===== src/rtl/input_controller_xy.sv =====
// input_controller_xy
//   Router input-port controller for the mesh NoC. Pops flits from a show-ahead
//   input FIFO, decodes the XY route of each head flit and holds a one-hot
//   request towards the output-port arbiters until the packet's tail flit has
//   been forwarded (wormhole lock). Forwarded flits leave through a register.
// Ports
//   clk, rst_n        clock (rising edge), asynchronous active-low reset
//   Data_in, empty    FIFO head word and FIFO-empty flag
//   read              FIFO pop (combinational)
//   req               one-hot output request: 0 LOCAL, 1 EAST, 2 WEST, 3 NORTH, 4 SOUTH
//   grant             arbiter grant + downstream ready for this cycle
//   Data_out          forwarded flit (registered), qualified by valid_out
//   err               one-cycle pulse when a non-head flit is dropped in IDLE
//   pkt_cnt           count of forwarded tail/single flits, wraps
module input_controller_xy #(
    parameter int DATA_WIDTH = 16,
    parameter int COORD_W    = 2,
    parameter int MY_X       = 0,
    parameter int MY_Y       = 0,
    parameter int N_REQ      = 5,
    parameter int PKT_CNT_W  = 8
) (
    input  logic                  clk,
    input  logic                  rst_n,
    input  logic [DATA_WIDTH-1:0] Data_in,
    input  logic                  empty,
    output logic                  read,
    output logic [N_REQ-1:0]      req,
    input  logic                  grant,
    output logic [DATA_WIDTH-1:0] Data_out,
    output logic                  valid_out,
    output logic                  err,
    output logic [PKT_CNT_W-1:0]  pkt_cnt
);

    typedef enum logic {
        IDLE,
        ACTIVE
    } state_t;

    localparam logic [COORD_W-1:0] MY_X_C = COORD_W'(MY_X);
    localparam logic [COORD_W-1:0] MY_Y_C = COORD_W'(MY_Y);

    state_t                state_q, state_d;
    logic [N_REQ-1:0]      req_q, req_d;
    logic [DATA_WIDTH-1:0] data_out_q, data_out_d;
    logic                  valid_out_q, valid_out_d;
    logic                  err_q, err_d;
    logic [PKT_CNT_W-1:0]  pkt_cnt_q, pkt_cnt_d;

    logic [1:0]            flit_type;
    logic [COORD_W-1:0]    dest_x, dest_y;
    logic                  is_head, is_last, read_int;
    logic [N_REQ-1:0]      route;

    assign flit_type = Data_in[DATA_WIDTH-1 -: 2];
    assign dest_x    = Data_in[DATA_WIDTH-3 -: COORD_W];
    assign dest_y    = Data_in[DATA_WIDTH-3-COORD_W -: COORD_W];
    // Type bit 0 marks a packet start (head/single), bit 1 a packet end (tail/single).
    assign is_head   = flit_type[0];
    assign is_last   = flit_type[1];

    // Dimension-ordered routing: resolve X completely before Y.
    always_comb begin
        route = '0;
        if (dest_x > MY_X_C) begin
            route[1] = 1'b1;
        end else if (dest_x < MY_X_C) begin
            route[2] = 1'b1;
        end else if (dest_y > MY_Y_C) begin
            route[3] = 1'b1;
        end else if (dest_y < MY_Y_C) begin
            route[4] = 1'b1;
        end else begin
            route[0] = 1'b1;
        end
    end

    always_comb begin
        state_d     = state_q;
        req_d       = req_q;
        data_out_d  = data_out_q;
        valid_out_d = 1'b0;
        err_d       = 1'b0;
        pkt_cnt_d   = pkt_cnt_q;
        read_int    = 1'b0;
        case (state_q)
            IDLE: begin
                req_d = '0;
                if (!empty) begin
                    if (is_head) begin
                        // Head stays in the FIFO; it is popped as the first flit of ACTIVE.
                        req_d   = route;
                        state_d = ACTIVE;
                    end else begin
                        read_int = 1'b1;
                        err_d    = 1'b1;
                    end
                end
            end
            ACTIVE: begin
                read_int = grant & ~empty;
                if (read_int) begin
                    data_out_d  = Data_in;
                    valid_out_d = 1'b1;
                    if (is_last) begin
                        state_d   = IDLE;
                        req_d     = '0;
                        pkt_cnt_d = pkt_cnt_q + PKT_CNT_W'(1);
                    end
                end
            end
            default: state_d = IDLE;
        endcase
    end

    always_ff @(posedge clk or negedge rst_n) begin
        if (!rst_n) begin
            state_q     <= IDLE;
            req_q       <= '0;
            data_out_q  <= '0;
            valid_out_q <= 1'b0;
            err_q       <= 1'b0;
            pkt_cnt_q   <= '0;
        end else begin
            state_q     <= state_d;
            req_q       <= req_d;
            data_out_q  <= data_out_d;
            valid_out_q <= valid_out_d;
            err_q       <= err_d;
            pkt_cnt_q   <= pkt_cnt_d;
        end
    end

    // Pop is forced low while reset is held so the FIFO is not drained during reset.
    assign read      = read_int & rst_n;
    assign req       = req_q;
    assign Data_out  = data_out_q;
    assign valid_out = valid_out_q;
    assign err       = err_q;
    assign pkt_cnt   = pkt_cnt_q;

endmodule


===== config.mk =====
export PLATFORM = sky130hd
export DESIGN_NAME = input_controller_xy
export DESIGN_NICKNAME = d
export VERILOG_FILES = /design/src/rtl/input_controller_xy.sv
export SDC_FILE = /design/constraint.sdc
export NUM_CORES = 1
export LEC_CHECK = 0
export CELL_PAD_IN_SITES_DETAIL_PLACEMENT = 1
export CELL_PAD_IN_SITES_GLOBAL_PLACEMENT = 1
export CORE_ASPECT_RATIO = 0.8
export CORE_MARGIN = 2
export CORE_UTILIZATION = 33
export DETAILED_ROUTE_END_ITERATION = 10
export HOLD_SLACK_MARGIN = 0.12
export PLACE_DENSITY_LB_ADDON = 0.1
export SYNTH_ARGS = -nofsm -noshare
export SYNTH_HDL_FRONTEND = slang
export SYNTH_SLANG_ARGS = --single-unit

===== constraint.sdc =====
create_clock -name clk -period 3.1 [get_ports clk]
set_clock_uncertainty 0.05 [all_clocks]
set_input_delay 0.62 -clock clk [delete_from_list [all_inputs] [get_ports clk]]
set_output_delay 0.62 -clock clk [all_outputs]
set_load 0.005 [all_outputs]

**Word-level counts from Yosys, hierarchy flattened**

Index checks and enable logic that the tools add are counted.

- Bits of input ports: 20
- Logic and storage cells: 47
- Output and inout bits: 32
- Register bits: 32

- Muxes and demuxes: 27
- Bitwise operators: 4
- Add/sub/neg operators: 1
- Equal/unequal tests: 2
- Reductions and logical operators: 3
- Order comparisons: 4

Operators with widths:

| kind | count |
|---|---|
| $mux 5 | 4 |
| $mux 1 | 18 |
| $pmux 5 s2 | 1 |
| $add 8x1->8 const B | 1 |
| $gt 2x1->1 const B | 2 |
| $lt 2x1->1 const B | 2 |
| $pmux 1 s2 | 2 |
| $reduce_and 2->1 | 2 |
| $mux 3 | 1 |
| $reduce_and 3->1 | 1 |
| $and 1x1->1 | 2 |
| $mux 2 | 1 |
| $ne 2x1->1 const B | 1 |
| $ne 2x2->1 const B | 1 |
| $not 1->1 | 2 |

**Longest topological paths before layout**

- Depth in word-level cells: 8
- Depth in mapped cells: 6
- Mapped depth without buffers: 4

**Least setup slack after synthesis**

No wires, ideal clock.

- Kind: input -> output
- Start point: input empty
- End point: output read
- Setup slack: 1.256 ns
- Buffers on the path: 0
- Stages: 3
- Arrival time: 1.174 ns
- Cells stage by stage: nand3b_2 -> clkinv_1 -> o21a_1

- Cells in the longest elaborated chain, start to end: 4
- Elaborated cells on any way between the ends: 5

Ends and longest elaborated chain:

| item | RTL line | text |
|---|---|---|
| start: declaration | 26 | `input logic empty,` |
| $not 1->1 | 102 | `read_int = grant & ~empty;` |
| $and 1x1->1 | 102 |  |
| $pmux 1 s2 (*) | 87 | `case (state_q)` |
| $and 1x1->1 (*) | 136 | `assign read = read_int & rst_n;` |
| end: declaration | 27 | `output logic read,` |

Every way passes the cells marked *; elsewhere a longest branch is shown, timed or not.

**Worst setup path after layout**

Ends and elaborated chain as after synthesis.

==> impl_results.md <==
- Status: finished, final reports clean
- Post-CTS resize count: 0
- Fin. max-slew vios: 0
- Tmin final: 2.72 ns
- Part of the Yosys area used for sequential elements: 60.2%
- Max-capacitance violation count: 0
- Critical Path Start Type: input port
- Worst hold slack: 0.424 ns
- Final Hold Vio Count: 0
- CTS tree: yes
- Post-synthesis compound-gate area fraction: 2.01%
- Main combinational cell family by area after synthesis: simple AND/OR/NAND/NOR gates
- Initial antenna violation count: 0
- Post-synthesis mux area share: 0.904%
- Row count: 19
- Hold Buf Count CTS: 0
- Ports: 52
- Final nets: 200
- Area of the mapped netlist: 1250 um^2
- Share of cells above drive strength 1: 7.78%
- Placer Congestion: 0.769
- Worst r2r src: state_q
- Clock slew at reported path FFs: 0.06 ns
- Post-Synthesis Cells: 124
- Fmax: 0.368 GHz
- CP Max Fanout: 5
- Syn avg cell area: 10.0 um^2
- DRT Pass-1 Iters: 4
- Starting Density: 35.4%
- Post-Synth Adder-Cell Area: 1.00%
- Yosys cell types: 22
- Post-route setup TNS: 0 ns
- CTS Buf Count: 5
- Clock Tree Buf Depth: 2
- Clock sinks: 30
- Hold WC Path Type: flop to flop
- ANT cells: 0
- Setup repair after global routing missed its margin: no
- Vias per cell: 4.68
- Clk root buf: clkbuf_8
- Pwr Density: 705 nW/um^2
- Detailed placement HPWL: 2320 um
- Synthesis-stage register bit count: 30
- FF-to-FF setup slack: 1.69 ns
- Worst Setup EP: read
- Vias: 1,038
- Worst Path Arrival: 2.05 ns
- H-tree levels: 2
- Worst reg2reg path depth: 3
- Vias in the first global route: 1,097
- Core Region: 3520 um^2
- Type of the worst setup path: input port to primary output
- Leak: 0.896 nW
- YS warnings: 0
- Post-Route WL: 3060 um
- Die area: 4290 um^2
- GRT Util Overall: 16.3%
- DRT iter0 DRCs: 14
- Xor/xnor share of the synthesized area: 4.92%
- ANT nets after route: 0
- Largest net degree at the start of global routing: 31
- WP data required: 2.43 ns
- Worst setup EP type: primary output
- Post-CTS Setup Inserts: 0
- Worst vdd ir: 0.000378 V
- Die Ht: 59.0 um
- Synth Area in Simple Gates: 26.6%
- Tcrit/Tclk final: 87.7%
- Die X-Extent: 72.7 um
- DRC: 0
- Global-route wire length before repair: 5150 um
- # setup viols final: 0
- Worst setup startpoint: empty
- Port Buffers: 49
- Skew-Pair Late Insertion Delay: 0.28 ns
- Drt wl/cell: 13.8 um
- Layout area overhead: 49.9%
- GRT overflow: 0
- FF-to-FF End: pkt_cnt[7]
## cell families (layout without fill, tap and decap cells)
| group | Yosys count | count (layout) |
|---|---|---|
| flip-flops | 30 | 30 |
| AO/OA/AOI/OAI | 4 | 4 |
| adder cells (fa/ha/maj) | 1 | 1 |
| buffers and inverters | 8 | 63 |
| other | 1 | 2 |
| XOR/XNOR | 7 | 7 |
| multiplexers | 1 | 1 |
| AND/OR/NAND/NOR | 72 | 72 |
## routing by layer
| metal | global-route usage, % | wire length, um | vias up |
|---|---|---|---|
| met3 | 5.31 | 226 | 7 |
| met5 | 0 | 0 | - |
| met2 | 24.4 | 1310 | 40 |
| met1 | 20.8 | 1450 | 493 |
| li1 | - | - | 498 |
| met4 | 9.26 | 70 | 0 |
## power by group
group	switching (mW)	total (mW)	internal, mW
Clock	0.135	0.314	0.179
Sequential	0.0871	0.588	0.501
Combinational	0.153	0.415	0.261
Total	0.376	1.32	0.941
## synth_stat cells (all sizes together)
master | count | area share, %
nand2 | 53 | 16
dfrtp | 30 | 60
nand3 | 6 | 2.4
buf | 5 | 3.1
nor2 | 5 | 1.5
xor2 | 5 | 3.5
nor3 | 4 | 1.6
inv | 2 | 0.60
nand3b | 2 | 1.5
o21ai | 2 | 0.80
xnor2 | 2 | 1.4
clkinv | 1 | 0.30
conb | 1 | 0.30
ha | 1 | 1.0
mux2 | 1 | 0.90
nand4b | 1 | 1.9
nor4 | 1 | 1.7
o21a | 1 | 0.60
o31ai | 1 | 0.60
## registers in the layout (all words and copies together), names as in the netlist
register / count
Data_out: 16
pkt_cnt: 8
req: 3
err: 1
state_q: 1
valid_out: 1
## critical path: stages
cell and delay (ns):
clkdlybuf4s50_1 0.54, nand3b_2 0.16, clkinv_1 0.09, o21a_1 0.19
clkdlybuf4s50_1 0.44
## per-stage QoR
| step | setup slack [ns] | cells | utilization (%) | total power, mW | cell area [um^2] |
|---|---|---|---|---|---|
| 2_1_floorplan | 1.26 | 125 | - | 0.725 | 1250 |
| 3_3_place_gp | 0.429 | 214 | 50.5 | 0.993 | 1780 |
| 3_5_place_dp | 0.370 | 214 | 50.5 | 1.02 | 1780 |
| 4_1_cts | 0.367 | 222 | 53.1 | 1.34 | 1870 |
| 5_1_grt | 0.305 | 222 | 53.1 | 1.42 | 1870 |
| 6_report | 0.381 | 222 | 53.1 | 1.32 | 1870 |
## cell usage in the layout, fill, tap and decap left out
cell type	instances
nand3_1	6
buf_4	3
inv_1	2
ha_1	1
o31ai_1	1
nand4b_4	1
nand3b_2	1
clkinv_2	1
dfrtp_1	30
xnor2_1	2
nor2_1	5
o21a_1	1
xor2_1	5
clkdlybuf4s50_1	49
nand2_1	53
clkbuf_8	6
conb_1	2
clkbuf_1	1
clkinv_1	1
nor3_1	4
o21ai_0	2
mux2_2	1
nor4_4	1
nand3b_1	1
## worst min-delay path by stage
stage	start	end	slack (ns)	cells past startpoint
5_1_grt	pkt_cnt[7]	pkt_cnt[7]	0.46	1
3_3_place_gp	Data_out[5]	Data_out[5]	0.41	2
3_5_place_dp	pkt_cnt[7]	pkt_cnt[7]	0.41	1
2_1_floorplan	rst_n	Data_out[0]	0.27	0
6_report	Data_out[2]	Data_out[2]	0.42	2
4_1_cts	pkt_cnt[7]	pkt_cnt[7]	0.43	1
## layout make-up
| cell class | instances | area, um^2 |
|---|---|---|
| Fill cell | 386 | 1650 |
| Sequential cell | 30 | 751 |
| Timing Repair Buffer | 52 | 513 |
| Multi-Input combinational cell | 87 | 449 |
| Clock buffer | 7 | 86.3 |
| Tap cell | 42 | 52.6 |
| Inverter | 3 | 11.3 |
| Clock inverter | 1 | 5.00 |
Power figures use the tool's default switching activity.
